==> src/rtl/stack_ptr_ctrl.sv <==
// stack_ptr_ctrl: downward-growing stack pointer with occupancy, bounds checks and sticky error flags
module stack_ptr_ctrl #(
  parameter int W = 16,
  parameter int DEPTH = 8,
  parameter logic [W-1:0] BASE = {{(W-1){1'b1}}, 1'b0},
  parameter int STEP = 2,
  parameter int CW = $clog2(DEPTH + 1)
) (
  input  logic          clk,
  input  logic          rst_n,
  input  logic          push_en,
  input  logic          pop_en,
  input  logic          load_en,
  input  logic [W-1:0]  load_val,
  input  logic          err_clr,
  output logic [W-1:0]  sp,
  output logic [W-1:0]  mem_addr,
  output logic [CW-1:0] count,
  output logic          full,
  output logic          empty,
  output logic          overflow,
  output logic          underflow,
  output logic          range_err
);
  localparam logic [W-1:0]  STEP_W = W'(STEP);
  localparam logic [W-1:0]  LIMIT = BASE - W'(DEPTH * STEP);
  localparam logic [CW-1:0] DEPTH_C = CW'(DEPTH);
  logic [W-1:0]  sp_q, sp_d, diff;
  logic [CW-1:0] count_q, count_d;
  logic          overflow_q, overflow_d, underflow_q, underflow_d, range_err_q, range_err_d;
  logic          legal;
  assign full = count_q == DEPTH_C;
  assign empty = count_q == '0;
  assign sp = sp_q;
  assign count = count_q;
  assign overflow = overflow_q;
  assign underflow = underflow_q;
  assign range_err = range_err_q;
  always_comb begin
    diff = BASE - load_val;
    legal = load_val >= LIMIT && load_val <= BASE && diff % STEP_W == '0;
    sp_d = sp_q;
    count_d = count_q;
    mem_addr = sp_q;
    overflow_d = err_clr ? 1'b0 : overflow_q;
    underflow_d = err_clr ? 1'b0 : underflow_q;
    range_err_d = err_clr ? 1'b0 : range_err_q;
    if (load_en) begin
      if (legal) begin
        sp_d = load_val;
        count_d = CW'(diff / STEP_W);
      end else
        range_err_d = 1'b1;
    end else if (push_en && (!pop_en || empty)) begin
      // push+pop on an empty stack degrades to a plain push
      if (full)
        overflow_d = 1'b1;
      else begin
        mem_addr = sp_q - STEP_W;
        sp_d = sp_q - STEP_W;
        count_d = count_q + 1'b1;
      end
    end else if (pop_en && !push_en) begin
      if (empty)
        underflow_d = 1'b1;
      else begin
        sp_d = sp_q + STEP_W;
        count_d = count_q - 1'b1;
      end
    end
  end
  always_ff @(posedge clk or negedge rst_n) begin
    if (!rst_n) begin
      sp_q <= BASE;
      count_q <= '0;
      overflow_q <= 1'b0;
      underflow_q <= 1'b0;
      range_err_q <= 1'b0;
    end else begin
      sp_q <= sp_d;
      count_q <= count_d;
      overflow_q <= overflow_d;
      underflow_q <= underflow_d;
      range_err_q <= range_err_d;
    end
  end
endmodule
==> config.mk <==
export PLATFORM = sky130hd
export DESIGN_NAME = stack_ptr_ctrl
export DESIGN_NICKNAME = d
export VERILOG_FILES = /design/src/rtl/stack_ptr_ctrl.sv
export SDC_FILE = /design/constraint.sdc
export NUM_CORES = 1
export LEC_CHECK = 0
export ABC_CLOCK_PERIOD_IN_PS = 4450
export CAP_MARGIN = 20
export CORE_MARGIN = 4
export CORE_UTILIZATION = 45
export DETAILED_ROUTE_END_ITERATION = 6
export DONT_BUFFER_PORTS = 1
export HOLD_SLACK_MARGIN = 0.08
export SETUP_SLACK_MARGIN = 0.02
export SLEW_MARGIN = 25
export SYNTH_ARGS = -nofsm -noshare
export SYNTH_HDL_FRONTEND = slang
export SYNTH_SLANG_ARGS = --single-unit
==> constraint.sdc <==
create_clock -name clk -period 4.45 [get_ports clk]
set_clock_uncertainty 0.2 [all_clocks]
set_input_delay 0.89 -clock clk [delete_from_list [all_inputs] [get_ports clk]]
set_output_delay 0.89 -clock clk [all_outputs]
set_load 0.1 [all_outputs]
### After elaboration in Yosys (flattened, before gate mapping)

Cells that the tools add are included.

* register bits: 23
* output and inout port bits: 41

* order comparisons: 2
* $add $sub $neg: 5
* multiplexer cells: 26
* reduce and logical (&&, ||, !) cells: 12
* eq/ne operators: 4

Operator list (count)
* 16-bit two-way mux: 8
* 4-bit two-way mux: 6
* 16-bit by 2-bit adder with 16-bit output (second input constant): 1
* 16-bit greater-or-equal comparator (second input constant): 1
* 16-bit <= comparator (second input constant): 1
* 16-bit zero test: 1
* 16-bit by 2-bit subtractor with 16-bit output (second input constant): 1
* 1-bit two-way mux: 12
* 5-bit subtractor (first input constant): 1
* 4-bit by 1-bit adder with 4-bit output (second input constant): 1
* 4-bit equality test (second input constant): 1
* 1-bit logical AND: 4
* 4-bit zero test: 1
* 4-bit AND reduction: 1
* 4-bit by 1-bit subtractor with 4-bit output (second input constant): 1
* 3-bit by 2-bit inequality test with 1-bit output (second input constant): 1
* 3-bit inequality test (second input constant): 1
* 3-bit AND reduction: 1
* 3-bit nonzero test: 1
* 1-bit zero test: 2
* 2-bit by 1-bit inequality test with 1-bit output (second input constant): 1
* 1-bit logical OR: 1

### Logic depth before layout (Yosys ltp)

* depth in word-level cells: 5
* gate-level depth with buffers: 12
* gate-level depth less buffers: 9

### Worst setup path before layout

OpenSTA, ideal clock, no wires.

* path type: register to output
* start point: reg count_q[0], in the netlist count[0]
* end point: out empty
* path buffers: 1
* cell stages (with the launch flop): 3
* required time: 3.360 ns
* setup slack: -0.669 ns
* arrival: 4.029 ns
* path through: dfrtp_1 buf_2 nor4_1

* cells in the longest elaborated chain, start to end: 1

Ends and longest elaborated chain
* from (decl): RTL line 29 `logic [CW-1:0] count_q, count_d;`
* from (signal assigned): RTL line 81 `count_q <= count_d;`
* 4-bit zero test: RTL line 33 `assign empty = count_q == '0;`
* to (decl): RTL line 20 `output logic empty,`

Every way passes these cells.

### Worst setup path after layout

* start point: reg sp_q[1], in the netlist sp[1]
* end point: out mem_addr[9]

* cells in the longest elaborated chain, start to end: 4

Ends and longest elaborated chain
* from (decl): RTL line 28 `logic [W-1:0] sp_q, sp_d, diff;`
* from (signal assigned): RTL line 80 `sp_q <= sp_d;`
* 16-bit by 2-bit subtractor with 16-bit output: RTL line 59 `mem_addr = sp_q - STEP_W;`
* 16-bit two-way mux
* 16-bit two-way mux: RTL line 54 `end else if (push_en && (!pop_en || empty)) begin`
* 16-bit two-way mux: RTL line 48 `if (load_en) begin`
* to (decl): RTL line 17 `output logic [W-1:0] mem_addr,`

Every way passes these cells.

==> qor.yml <==
antenna_found_initial: 0
clockRootBuffer: "clkbuf_8"
die_h_um: 78.37
multi_input_area_mm2: 0.001587
cts_buffers: 3
post_cts_buffers: 0
nFillCells: 483
core-area_mm2: 0.004755
vias: 2158
globalRouteTotalUtil_pct: 23.19
drt-total-wl_um: 6811
nets: 306
power_w: 0.001860
gp_congestion: 0.9077
grt_pass1_wl_um: 11340
relSlewSlack_pct: 37.07
ir_drop_v: 0.0004460
setup-tns-final_ns: 0
wl_per_cell_um: 19.86
period_needed_ns: 4.005
hold_path_class: "input port to asynchronous set/reset pin"
clkLatencyLatePin_ns: 0.27
hpwl_um: 5016
path_clk_slew_ns: 0.09
power_density_mw_per_mm2: 692.0
firstDrtPassIters: 5
rsz0062_at_grt: "false"
htree_levels: 1
yosysSeqAreaShare_pct: 26.67
regArea_um2: 595.6
p_leak_nw: 1.069
drtIter0Drc: 172
status: "completed"
diodes: 0
portBuffers: 0
cts_tree: "done"
floorplan.rows: 25
fin_crit_sh_pct: 89.99
yosys.cell_types.count: 68
drc_errors: 0
fmax_ghz: 0.2497
finalHoldViolations: 0
worst_pin_slew_ns: 0.9439
hold_slack_ns: 0.1002
via_per_inst: 6.292
cts_hold_buf: 0
slew_violations: 0
cts_resized: 0
netlist_area_mm2: 0.002228
synth_nets: 297
yosys_warnings: 0
die_w_um: 78.37
grt_pass1_vias: 2088
synthArstFlopShare_pct: 100.0
syn_area_per_cell_um2: 8.315
drive_gt1_share_pct: 28.26
setup_viol: 0
area_delta_synth_final_pct: 20.61
ys.flop_type: "dfstp_2"
ys_ff_latch: 23
arrival_ns: 2.91
overflow: 0
die_area_mm2: 0.006142
worst_ep_required_time_ns: 3.36
grt_start_max_net_pins: 32
numClockSinks: 23
initial_utilization_pct: 46.87
clockBufferDepth: 2
synth_edf_count: 0
cp_max_fo: 7
io_pins: 63
detail-route-antenna-nets: 0
syn_inst: 268
cp-start-kind: "register"
critPathKind: "register to output port"
final_util_pct: 56.53
cp-end-kind: "output port"
maxCapViolCount: 0
[layout by cell type (no fill, tap or decap), types with 3 or more instances in the layout]
cell / n
clkbuf_8: 3
nor2_1: 20
a211oi_1: 4
nor3_1: 8
buf_12: 9
nand4_1: 6
nor4_1: 4
dfrtp_1: 7
xor2_2: 3
o2bb2ai_1: 3
o211ai_1: 3
nand4b_1: 3
nand2_1: 16
mux2i_1: 5
o22ai_1: 3
o21ai_0: 16
o31a_1: 3
buf_4: 18
a21oi_1: 15
ha_1: 6
inv_1: 15
xnor2_2: 11
a22oi_1: 4
nand3_1: 12
dfstp_2: 15
nor2b_1: 3
[logic make-up (layout without fill, tap and decap cells)]
family	count (synthesis)	after routing	share of synthesized area, %
muxes	8	8	3.874
AOI/OAI and AO/OA	78	78	25.04
buffers and inverters	39	47	7.692
xor gates and xnor gates	19	19	8.085
DFF	23	23	26.67
adders and majority gates	7	7	4.267
and+or+nand+nor	94	94	24.37
[final timing paths]
| path | start | endpoint | slack [ns] | cells after the start |
|---|---|---|---|---|
| setup / recovery | sp[1]$_DFFE_PN1P_ | mem_addr[9] | 0.45 | 7 |
| hold / removal | rst_n | count[1]$_DFFE_PN0P_ | 0.10 | 0 |
| setup reg to reg | count[0]$_DFFE_PN0P_ | count[3]$_DFFE_PN0P_ | 0.95 | 9 |
| hold reg to reg | count[3]$_DFFE_PN0P_ | count[3]$_DFFE_PN0P_ | 0.46 | 2 |
| max in group asynchronous | rst_n | sp[7]$_DFFE_PN1P_ | 3.77 | 0 |
| min in group clk | count[3]$_DFFE_PN0P_ | count[3]$_DFFE_PN0P_ | 0.46 | 2 |
[cell type report]
| cell class | count | share of cell area (%) |
|---|---|---|
| clock buffers | 3 | 1.536 |
| clock inverters | 1 | 0.1862 |
| inverters | 16 | 2.235 |
| multi-input cells | 206 | 59.03 |
| flip-flops and latches | 23 | 22.16 |
| well taps | 67 | 3.119 |
| repair buffers | 27 | 11.73 |
[metal layers]
layer / track usage (%) / share of wire (%)
met5: 0 / 0
met3: 4.931 / 7.9
met4: 5.944 / 1.7
met1: 33.17 / 43
met2: 35.53 / 47
[registers in the layout (all words and copies together) (netlist names)]
register / count
count: 4
overflow: 1
range_err: 1
sp: 16
underflow: 1
[critical path, stage by stage, from the launching register on]
cell and delay [ns]:
dfstp_2 0.56, inv_1 0.22, ha_1 0.26, or4b_1 0.55, nor4b_1 0.49, nand2_1 0.17, xnor2_2 0.20, buf_12 0.20
[report_power, final]
| group | internal [W] | total, W | leakage [nW] | switching [W] |
|---|---|---|---|---|
| combinational | 0.000337 | 0.00108 | 0.789 | 0.000744 |
| clock | 0.0000627 | 0.000138 | 0.0255 | 0.0000757 |
| sequential | 0.000294 | 0.000641 | 0.254 | 0.000346 |
| total | 0.000694 | 0.00186 | 1.07 | 0.00117 |
[cells in the mapped netlist, types with 3 or more instances]
library cell / number / area share [%]
nor2_1: 20 / 3.4
nor3_1: 8 / 1.8
nand4b_1: 3 / 1.2
nand4_1: 6 / 1.7
o211ai_1: 3 / 1.0
mux2i_1: 5 / 2.2
o22ai_1: 3 / 0.84
xnor2_1: 13 / 5.1
nor4_1: 5 / 1.4
xor2_1: 5 / 2.0
ha_1: 6 / 3.4
inv_1: 15 / 2.5
dfstp_2: 15 / 18
nand2_1: 16 / 2.7
buf_2: 8 / 1.8
nor2b_1: 3 / 0.84
a21oi_1: 16 / 3.6
a211oi_1: 4 / 1.3
nand3_1: 12 / 2.7
a22oi_1: 4 / 1.3
o2bb2ai_1: 3 / 1.2
o21ai_0: 16 / 3.6
clkbuf_1: 11 / 1.9
dfrtp_1: 8 / 9.0
o31a_1: 3 / 1.2
[stage by stage]
step / setup slack, ns / cells / cell area (um2)
after global routing: 0.1769 / 343 / 2688
after CTS: 0.4292 / 343 / 2688
after global placement: 0.7526 / 339 / 2641
after detailed placement: 0.7486 / 339 / 2641
after floorplan: -0.5056 / 268 / 2340
final: 0.4455 / 343 / 2688
Power figures use the tool's default switching activity.
